## config.mk

```make
export PLATFORM = sky130hd
export DESIGN_NAME = spike_synapse
export DESIGN_NICKNAME = d
export VERILOG_FILES = /design/src/rtl/spike_synapse.sv
export SDC_FILE = /design/constraint.sdc
export NUM_CORES = 1
export LEC_CHECK = 0
export BUFFER_PORTS_ARGS = -buffer_cell sky130_fd_sc_hd__buf_2
export CORE_ASPECT_RATIO = 1.4
export CORE_UTILIZATION = 40
export CTS_BUF_LIST = sky130_fd_sc_hd__clkbuf_4 sky130_fd_sc_hd__clkbuf_8 sky130_fd_sc_hd__clkbuf_16
export DETAILED_ROUTE_END_ITERATION = 16
export PLACE_DENSITY = 0.59
export SKIP_LAST_GASP = 1
export SYNTH_ARGS = -nofsm -noshare
export SYNTH_HDL_FRONTEND = slang
export SYNTH_SLANG_ARGS = --single-unit
```

## constraint.sdc

```tcl
create_clock -name emu_clk -period 4.5 [get_ports emu_clk]
set_input_delay 0.675 -clock emu_clk [delete_from_list [all_inputs] [get_ports emu_clk]]
set_output_delay 0.675 -clock emu_clk [all_outputs]
set_load 0.05 [all_outputs]
```

## src/rtl/spike_synapse.sv

```systemverilog
// Spike-driven synapse: rising edges on spike_in add a signed weight to a saturating,
// exponentially decaying current. Optional accepted-spike counter: SYNAPSE_SPIKE_CNT_EN.
module spike_synapse #(
  parameter int unsigned W             = 16,
  parameter int unsigned DECAY_SHIFT   = 4,
  parameter int unsigned DECAY_PERIOD  = 4,
  parameter int unsigned REFRAC_CYCLES = 8,
  parameter int unsigned CNT_W         = 16
) (
  input  logic                emu_clk,
  input  logic                emu_rst,
  input  logic                spike_in,
  input  logic signed [W-1:0] weight,
  output logic signed [W-1:0] i_out,
  output logic                accept_pulse,
  output logic                drop_pulse,
  output logic                busy
`ifdef SYNAPSE_SPIKE_CNT_EN
  ,
  output logic [CNT_W-1:0]    spike_cnt
`endif
);

  localparam int unsigned DecW = (DECAY_PERIOD > 1) ? $clog2(DECAY_PERIOD) : 1;
  localparam int unsigned RefW = (REFRAC_CYCLES > 1) ? $clog2(REFRAC_CYCLES) : 1;
  localparam logic [DecW-1:0] DecLast = DecW'(DECAY_PERIOD - 1);
  localparam logic [RefW-1:0] RefLoad = RefW'((REFRAC_CYCLES > 0) ? REFRAC_CYCLES - 1 : 0);

  // Elaboration-time parameter sanity checks.
  if (DECAY_SHIFT < 1 || DECAY_SHIFT > W - 1) begin : g_bad_shift
    $error("spike_synapse: DECAY_SHIFT out of range");
  end
  if (DECAY_PERIOD < 1) begin : g_bad_period
    $error("spike_synapse: DECAY_PERIOD must be at least 1");
  end
  if (CNT_W < 1 || W < 2) begin : g_bad_width
    $error("spike_synapse: W and CNT_W too small");
  end

  typedef enum logic [0:0] {StIdle, StRefrac} state_e;

  state_e                state_q, state_d;
  logic [RefW-1:0]       refrac_q, refrac_d;
  logic [DecW-1:0]       dec_cnt_q, dec_cnt_d;
  logic signed [W-1:0]   i_out_q, i_out_d;
  logic                  spike_q;
  logic                  accept_q, drop_q;
  logic                  accept, drop;
  logic                  spike_edge;
  logic                  tick;

  logic signed [W-1:0]   shr;
  logic signed [W-1:0]   dec_amt;
  logic signed [W-1:0]   decayed;
  logic signed [W:0]     sum;

  assign spike_edge = spike_in & ~spike_q;
  assign tick       = (dec_cnt_q == DecLast);

  // Refractory FSM; also decides accept/drop for this cycle.
  always_comb begin
    state_d  = state_q;
    refrac_d = refrac_q;
    accept   = 1'b0;
    drop     = 1'b0;
    unique case (state_q)
      StIdle: begin
        if (spike_edge) begin
          accept = 1'b1;
          if (REFRAC_CYCLES > 0) begin
            state_d  = StRefrac;
            refrac_d = RefLoad;
          end
        end
      end
      StRefrac: begin
        drop = spike_edge;
        if (refrac_q == '0) begin
          state_d = StIdle;
        end else begin
          refrac_d = refrac_q - RefW'(1);
        end
      end
      default: state_d = StIdle;
    endcase
  end

  assign dec_cnt_d = tick ? '0 : dec_cnt_q + DecW'(1);

  // Decay first, then add the weight, then clamp to the W-bit signed range.
  always_comb begin
    shr = i_out_q >>> DECAY_SHIFT;
    dec_amt = shr;
    // Small positive values would otherwise stall above zero.
    if (shr == '0 && !i_out_q[W-1] && i_out_q != '0) begin
      dec_amt = {{(W-1){1'b0}}, 1'b1};
    end
    decayed = tick ? (i_out_q - dec_amt) : i_out_q;
    sum = {decayed[W-1], decayed} + (accept ? {weight[W-1], weight} : {(W+1){1'b0}});
    if (sum[W] != sum[W-1]) begin
      i_out_d = sum[W] ? {1'b1, {(W-1){1'b0}}} : {1'b0, {(W-1){1'b1}}};
    end else begin
      i_out_d = sum[W-1:0];
    end
  end

  always_ff @(posedge emu_clk) begin
    // Loading spike_in even in reset stops a held-high input from looking like an edge.
    spike_q <= spike_in;
    if (emu_rst) begin
      state_q   <= StIdle;
      refrac_q  <= '0;
      dec_cnt_q <= '0;
      i_out_q   <= '0;
      accept_q  <= 1'b0;
      drop_q    <= 1'b0;
    end else begin
      state_q   <= state_d;
      refrac_q  <= refrac_d;
      dec_cnt_q <= dec_cnt_d;
      i_out_q   <= i_out_d;
      accept_q  <= accept;
      drop_q    <= drop;
    end
  end

  assign i_out        = i_out_q;
  assign accept_pulse = accept_q;
  assign drop_pulse   = drop_q;
  assign busy         = (state_q == StRefrac);

`ifdef SYNAPSE_SPIKE_CNT_EN
  logic [CNT_W-1:0] cnt_q, cnt_d;

  assign cnt_d = (accept && cnt_q != '1) ? cnt_q + CNT_W'(1) : cnt_q;

  always_ff @(posedge emu_clk) begin
    if (emu_rst) begin
      cnt_q <= '0;
    end else begin
      cnt_q <= cnt_d;
    end
  end

  assign spike_cnt = cnt_q;
`endif

endmodule

```

==> results.txt, run 1 <==
- Synth-to-layout area growth: 36.4%
* Number of input and output port buffers inserted: 37
- Met3 layer usage reported by global route: 3.01%
- The worst path in the final design needs a cycle of 4650 ps, including I/O delays and setup.
* Total count of hold-check failures in the final report: 0
- In this run the static leakage power is 1.75 nW.
- In this run the most used layer during global routing was met2.
* Largest net degree at the start of global routing: 25
- The flow ran to the end, but the final reports show violations.
- Clk sinks: 25
* DR DRC count: 0
- In this run the core area contains 35 standard-cell rows.
- Top delay family on crit path: compound AO/OA/AOI/OAI gates
* Max-cap viol count: 0
* Sum of routed wire length over all layers: 7.46 mm
- Sequential elements use 18.3% of the synthesized area.
- Share of the cycle needed by the critical path after routing: 103%
- Total power for the finished layout comes to 0.00242 W.
- For this run, the total global-route usage over all layers was measured as 21.6%.
* Initial antenna violation count: 0
- Synthesis produced a netlist with a net count of 394.
- Vias in the first global route: 2711
* Starting utilization of the core area: 41.4%
- Hold slack: 427 ps
- HPWL after detailed placement: 5.98 mm
- For this run, the slowest stage of the critical path takes 370 ps.
* Crit end category: flop
* Setup repair after global routing missed its margin: yes
- Mean post-synth cell area: 8.10 um^2
- Detailed routing inserted a total of 2746 vias.
- Routed wire per std cell: 14.4 um
* Top-Level Pins: 38
* EDFF count, synth: 0
- Dominant cell type by area after synthesis: sky130_fd_sc_hd__dfxtp_1
- STA classifies the critical path startpoint as a flop.
- Max-Slew Margin vs Limit: 56.4%
* Most used DFF post-synth: sky130_fd_sc_hd__dfxtp_1
* Maximum vdd ir drop: 0.000194 V
- After synthesis, the largest area contributor takes up 18.3% of total cell area.
* Syn Std Cell Area: 2740 um^2
* Type of the tightest min-delay check: flop to flop
* Global-route wire length before repair: 12.3 mm
* Crit path required time: 4630 ps
- Biggest area contributors in the synthesized netlist: sky130_fd_sc_hd__dfxtp_1 (18%), sky130_fd_sc_hd__ha_1 (16%), sky130_fd_sc_hd__a21oi_1 (6.2%)
- After global routing the overflow that remains totals 0.
- Synthesis inferred 25 register bits.
- Violations in the final reports: negative setup slack
* Clock edge transition at the registers on the reported setup and hold paths: 90 ps
- The final max-slew violation count came to 0.
* Type of the worst setup path: flop to flop
- Clock latency on the worst-skew pair, taken at its later pin, is 260 ps.
- The detailed router finished its first iteration with 89 violations.
* Core Area: 6610 um^2
- Length of the first detailed-routing pass in iterations: 4
* Final design area excluding fillers: 3730 um^2
* Per-cell via count in the routed design: 5.30
- Slew at the pin with the worst max-slew slack: 655 ps
- Global routing used 23.9% of the available met1 tracks.
- Buffers inserted during clock tree synthesis total 3.
* Placed cell areas: 3380 um^2
- Number of failing setup endpoints in the final timing report: 15
- For the final database, setup skew stands at 13.9 ps.
* Power per unit of standard cell area: 648 nW/um^2
* Placer's final routability congestion estimate: 0.877
- Share of cells above drive strength 1: 37.6%
- Critical-path cell with the highest stage delay: sky130_fd_sc_hd__or3_4
* Net count of the finished layout: 483
* Dominant cell type by count on the critical path: sky130_fd_sc_hd__a21oi_2
- Count of distinct cell types in the synthesized netlist: 63
- Across all setup checks in the final design, the least slack found is -155 ps.
- Number of standard cells after synthesis: 338
- Diode count: 0
- For met2 alone, demand over resource in global routing was 41.0%.
* Synth warnings: 0
* Die Height: 99.9 um
- CP bufs+invs: 4
- TritonCTS built the clock tree.
* Largest fanout of any net on the critical path: 7
- At the worst endpoint, the arrival time is 4780 ps.
- The longest clock path from root to sink contains 2 buffers.
- Top cells by count, synth: sky130_fd_sc_hd__ha_1 (35), sky130_fd_sc_hd__a21oi_1 (34), sky130_fd_sc_hd__inv_1 (27)
- The die is 71.9 um wide.
- Most instantiated library cell after synthesis: sky130_fd_sc_hd__ha_1
- H-tree levels: 1
- The root buffer cell chosen for the clock tree is sky130_fd_sc_hd__clkbuf_8.
- Die area: 7180 um^2
* Maximum achievable frequency: 0.215 GHz
- Async S/R FF share, synth: 0%
- DRT antenna net count: 0
where the power goes:
group | internal [W] | switching, W
sequential | 0.000278 | 0.0000283
clock | 0.0000691 | 0.0000641
combinational | 0.000931 | 0.00105
total | 0.00128 | 0.00114
metal layers:
layer | up-vias | part of all wire, %
li1 | 1401 | -
met1 | 1280 | 39
met2 | 49 | 54
met3 | 16 | 3.4
met4 | 0 | 2.7
met5 | - | 0
registers in the layout, indices dropped and copies added (netlist names):
signal and count:
drop_pulse 1, busy 1, dec_cnt_q 2, accept_pulse 1, refrac_q 3, i_out 16
spike_q 1
layout make-up:
type | instances | area, um^2
Clock buffer | 4 | 48.8
Fill cell | 625 | 2880
Inverter | 27 | 104
Multi-Input combinational cell | 276 | 2270
Sequential cell | 25 | 519
Tap cell | 92 | 115
Timing Repair Buffer | 94 | 677
per-stage QoR:
step | setup TNS (ps) | util [%] | setup WS (ps) | cells
after global routing | -5270 | 56.5 | -407 | 518
after global placement | -4020 | 51.1 | -306 | 502
final | -1810 | 56.5 | -155 | 518
after detailed placement | -4410 | 51.1 | -339 | 502
after CTS | -872 | 54.2 | -96.8 | 514
after floorplan | -288 | - | -29.7 | 338
layout by cell type, fill, tap and decap left out, types with 14 or more instances in the layout:
cell type                  n
sky130_fd_sc_hd__buf_4    52
sky130_fd_sc_hd__buf_2    37
sky130_fd_sc_hd__ha_1     33
sky130_fd_sc_hd__nor2_1   26
sky130_fd_sc_hd__inv_1    24
sky130_fd_sc_hd__a21oi_1  21
sky130_fd_sc_hd__and2_1   17
sky130_fd_sc_hd__o21ai_0  16
sky130_fd_sc_hd__dfxtp_1  14
repair_timing:
item / in CTS / in global routing
hold buffers: 0 / 0
gates cloned: 1 / 1
pin swaps: 10 / 11
gates resized for setup: 16 / 22
setup buffers: 8 / 4
endpoints found under the setup margin: 15 / 15
path summary, 6_finish.rpt:
check / start / endpoint / slack [ps] / cells after the start
worst min-delay path: dec_cnt_q[0] / dec_cnt_q[0] / 430 / 1
worst min register to register: dec_cnt_q[0] / dec_cnt_q[0] / 430 / 1
worst max-delay path: i_out[15] / i_out[11] / -150 / 25
worst max register to register: i_out[15] / i_out[11] / -150 / 25
logic make-up (layout without fill, tap and decap cells):
family                   Yosys count  count (layout)  share of synthesized area [%]
multiplexers                       7               7                           2.70
buffers and inverters             37             125                           5.53
XOR/XNOR                          21              21                           6.72
adder cells (fa/ha/maj)           37              37                           17.5
AND/OR/NAND/NOR                  103             103                           20.8
AO/OA/AOI/OAI                    108             108                           28.5
flip-flops                        25              25                           18.3
(Power assumes the default switching activity.)
==> inputs of run 2 (changes only) <==
--- a/config.mk
+++ b/config.mk
@@ -11,6 +11,7 @@
 export CTS_BUF_LIST = sky130_fd_sc_hd__clkbuf_4 sky130_fd_sc_hd__clkbuf_8 sky130_fd_sc_hd__clkbuf_16
 export DETAILED_ROUTE_END_ITERATION = 16
 export PLACE_DENSITY = 0.59
+export SETUP_SLACK_MARGIN = 0.05
 export SKIP_LAST_GASP = 1
 export SYNTH_ARGS = -nofsm -noshare
 export SYNTH_HDL_FRONTEND = slang
==> run 2 against run 1 <==
The run still ends with negative setup slack left. Largest power group unchanged. Clock power about the same. Hold slack gained 11 ps. Cell count fell by 0.77%. Worst setup slack improved by 83 ps. Combinational power shrank 9%. Cell area fell by 3.6%. Sequential share of layout area increased by 0.52 points. Highest routed layer unchanged. Sequential power about the same. Clock-buffer cell count did not move. Die area did not move. Non-clock buffer count down 5. Critical path type unchanged.
==> results.txt, run 2 (same netlist as run 1, synthesis figures left out) <==
* Result of the run: finished, violations left
- Violations in the final reports: negative setup slack
- The maximum net fanout on the critical path came to 15 (+8).
- Synth-to-layout area growth: 31.6%
- The fraction of final layout cells sized beyond drive strength 1 was 34.1% (-3.4 points).
* Type of the worst setup path: flop to flop
* Clock period minus final worst setup slack: 4570 ps (-83.2 ps)
* Per-cell via count in the routed design: 5.27 (-0.58%)
- The overflow left after global routing was 0 (unchanged).
- Critical Path AT: 4700 ps (-80 ps)
* Worst setup slack for register-to-register paths: -70 ps (+80 ps)
- Diode count: 0 (unchanged)
* Total negative slack for setup checks: -378 ps (+1440 ps)
* Internal power contribution: 0.00116 W (-8.9%)
- The number of primary I/O pins came to 38 (unchanged).
- Post-Place Worst Slack: -391 ps (-51.6 ps)
- Setup repair after global routing missed its margin: yes
- The maximum VDD drop came to 0.000185 V (-4.4%).
- Final setup slack of the worst path: -71.8 ps (+83.2 ps)
- Number of flip-flops in the largest register: 16 (unchanged)
* Maximum count of clock buffers along a single path: 2 (unchanged)
* Drt initial violations: 71 (-20%)
* HPWL after detailed placement: 6.07 mm (+1.4%)
* Hold Startpoint: dec_cnt_q[0]
- Row Count: 35 (unchanged)
- Final instance count without filler cells: 514 (-0.77%)
* Most frequent cells in the layout: sky130_fd_sc_hd__buf_4 (49), sky130_fd_sc_hd__buf_2 (37), sky130_fd_sc_hd__ha_1 (34)
* Vias post-DR: 2709 (-1.3%)
* Net count of the finished layout: 479 (-0.83%)
- The clock transition at the register clock pins on the worst setup and hold paths after CTS is 80 ps (about the same).
- The slew at the pin closest to its max-slew limit is 512 ps (-142 ps).
- The largest clock skew in the final design was 7.68 ps (-6.17 ps).
- Initial antenna violation count: 0 (unchanged)
* Core Area: 6610 um^2 (unchanged)
- The worst register-to-register path begins at i_out[10].
* Max-cap viol count: 0 (unchanged)
- Maximum achievable frequency: 0.219 GHz (+1.8%)
* Worst reg2reg endpoint: i_out[14]
- Starting utilization of the core area: 41.4% (unchanged)
- The worst relative slew slack came to 65.5% (+9.2 points).
* Vias in the first global route: 2677 (-1.3%)
* DR DRC count: 0 (unchanged)
- Clk sinks: 25 (unchanged)
- Power per unit of standard cell area: 626 nW/um^2 (-3.4%)
* H-tree levels: 1 (unchanged)
- Skew-Pair Late Insertion Delay: 260 ps (about the same)
- Total power draw: 0.00225 W (-6.8%)
- The sequential group share of total power came to 13.6% (+0.9 points).
- Combinational cell fraction of total power: 80.6% (-1.2 points)
- Pins Over Slew Limit: 0 (unchanged)
* Terminating pin of the worst hold path: dec_cnt_q[0]
- The number of I/O port buffers was 37 (unchanged).
- The average routed wire per standard cell came to 14.5 um (+0.39%).
- The aggregate global-route resource usage is 22.0% (+0.40 points).
- Commonest non-fill, non-tap cell in the layout: sky130_fd_sc_hd__buf_4
- The number of hold-slack violations in the final timing report is 0 (unchanged).
- Number of failing setup endpoints in the final timing report: 15 (unchanged)
- CTS placed an instance of sky130_fd_sc_hd__clkbuf_8 at the clock tree root.
- Utilization of the core after routing: 54.4% (-2.0 points)
* Die area: 7180 um^2 (unchanged)
* Switching power share of the total: 48.3% (+1.2 points)
- The die width is 71.9 um (unchanged).
- Die Height: 99.9 um (unchanged)
- The global-route wire length before repair was 12.5 mm (+2.0%).
- STA classifies the critical path startpoint as a flop.
* Placer's final routability congestion estimate: 0.894 (+1.9%)
* DRT antenna net count: 0 (unchanged)
- Crit path required time: 4630 ps (about the same)
* CTS Buf Count: 3 (unchanged)
- Crit end category: flop
* Clock share of power: 5.8% (+0.3 points)
- The worst hold path stage count is 1 (unchanged).
- Worst setup path start: i_out[10]
- Sum of routed wire length over all layers: 7.44 mm (-0.39%)
- R2R depth: 24 (-4.0%)
- Share of the cycle needed by the critical path after routing: 102% (-1.8 points)
- The path class of the tightest hold or removal check is flop to flop.
* Length of the first detailed-routing pass in iterations: 5 (+1)
* Leakage power total: 1.70 nW (-3.1%)
* Power dissipated by switching net loads: 0.00109 W (-4.5%)
* Hold-fix buffer count after cts: 0 (unchanged)
* CTS tree: built
- Largest net degree at the start of global routing: 25 (unchanged)
- The cell total after placement came to 504 (+0.40%).
==> run 2: cell types whose count changed in the layout (fill, tap and decap cells not counted), sizes merged <==
cell,delta
buf,-3
o211ai,+1
clkbuf,-2
==> run 2: final cells by class <==
type / count / area, um^2
Clock buffer: 4 / 48.8
Fill cell: 628 / 3010
Inverter: 27 / 104
Multi-Input combinational cell: 277 / 2210
Sequential cell: 25 / 519
Tap cell: 92 / 115
Timing Repair Buffer: 89 / 604
==> run 2: what timing repair did <==
item / 4_1_cts / 5_1_grt
setup endpoints to repair: 15 / 16
pin swaps: 11 / 3
gates resized for setup: 15 / 7
cloned: 1 / 0
endpoints found under the hold margin: 0 / 0
buffers inserted: 5 / 0
==> run 2: power groups by stage <==
stage          clock (W)  sequential, W  combinational (W)
2_1_floorplan          0       0.000464            0.00100
3_3_place_gp           0       0.000308            0.00163
3_5_place_dp           0       0.000309            0.00165
4_1_cts         0.000136       0.000307            0.00177
5_1_grt         0.000148       0.000313            0.00198
6_report        0.000131       0.000307            0.00181
==> run 2: worst max-delay path by stage <==
stage	to	cells past startpoint
5_1_grt	i_out[14]	24
3_3_place_gp	i_out[14]	23
3_5_place_dp	i_out[14]	22
4_1_cts	i_out[14]	24
2_1_floorplan	i_out[3]	24
6_report	i_out[14]	24
==> run 2: critical path: stages (launching register included) <==
cell and delay, ps:
sky130_fd_sc_hd__dfxtp_2 340, sky130_fd_sc_hd__nor4_4 290, sky130_fd_sc_hd__buf_4 150, sky130_fd_sc_hd__nand4_1 110
sky130_fd_sc_hd__nand2b_1 110, sky130_fd_sc_hd__ha_2 190, sky130_fd_sc_hd__inv_2 40, sky130_fd_sc_hd__fa_2 350
sky130_fd_sc_hd__a21oi_2 150, sky130_fd_sc_hd__o21bai_2 110, sky130_fd_sc_hd__a31oi_4 220, sky130_fd_sc_hd__o21ai_2 90
sky130_fd_sc_hd__a21oi_2 160, sky130_fd_sc_hd__xor2_1 180, sky130_fd_sc_hd__mux2i_1 110, sky130_fd_sc_hd__ha_1 310
sky130_fd_sc_hd__and4_4 200, sky130_fd_sc_hd__nor2b_4 120, sky130_fd_sc_hd__or3_4 380, sky130_fd_sc_hd__o41ai_4 230
sky130_fd_sc_hd__buf_6 180, sky130_fd_sc_hd__a211oi_4 50, sky130_fd_sc_hd__buf_12 170, sky130_fd_sc_hd__a31oi_2 160
sky130_fd_sc_hd__nor2_1 60
==> run 2: per-layer routing <==
layer | global-route usage [%] | routed length (um)
met1 | 25.6 | 3120
met2 | 42.0 | 4010
met3 | 0.803 | 129
met4 | 7.69 | 180
met5 | 0 | 0
==> run 2: per-stage QoR <==
| step | hold slack [ps] | cell area (um^2) |
|---|---|---|
| 6_report | 438 | 3600 |
| 5_1_grt | 471 | 3600 |
| 4_1_cts | 440 | 3580 |
| 3_5_place_dp | 428 | 3390 |
| 3_3_place_gp | 408 | 3390 |
| 2_1_floorplan | 398 | 2780 |
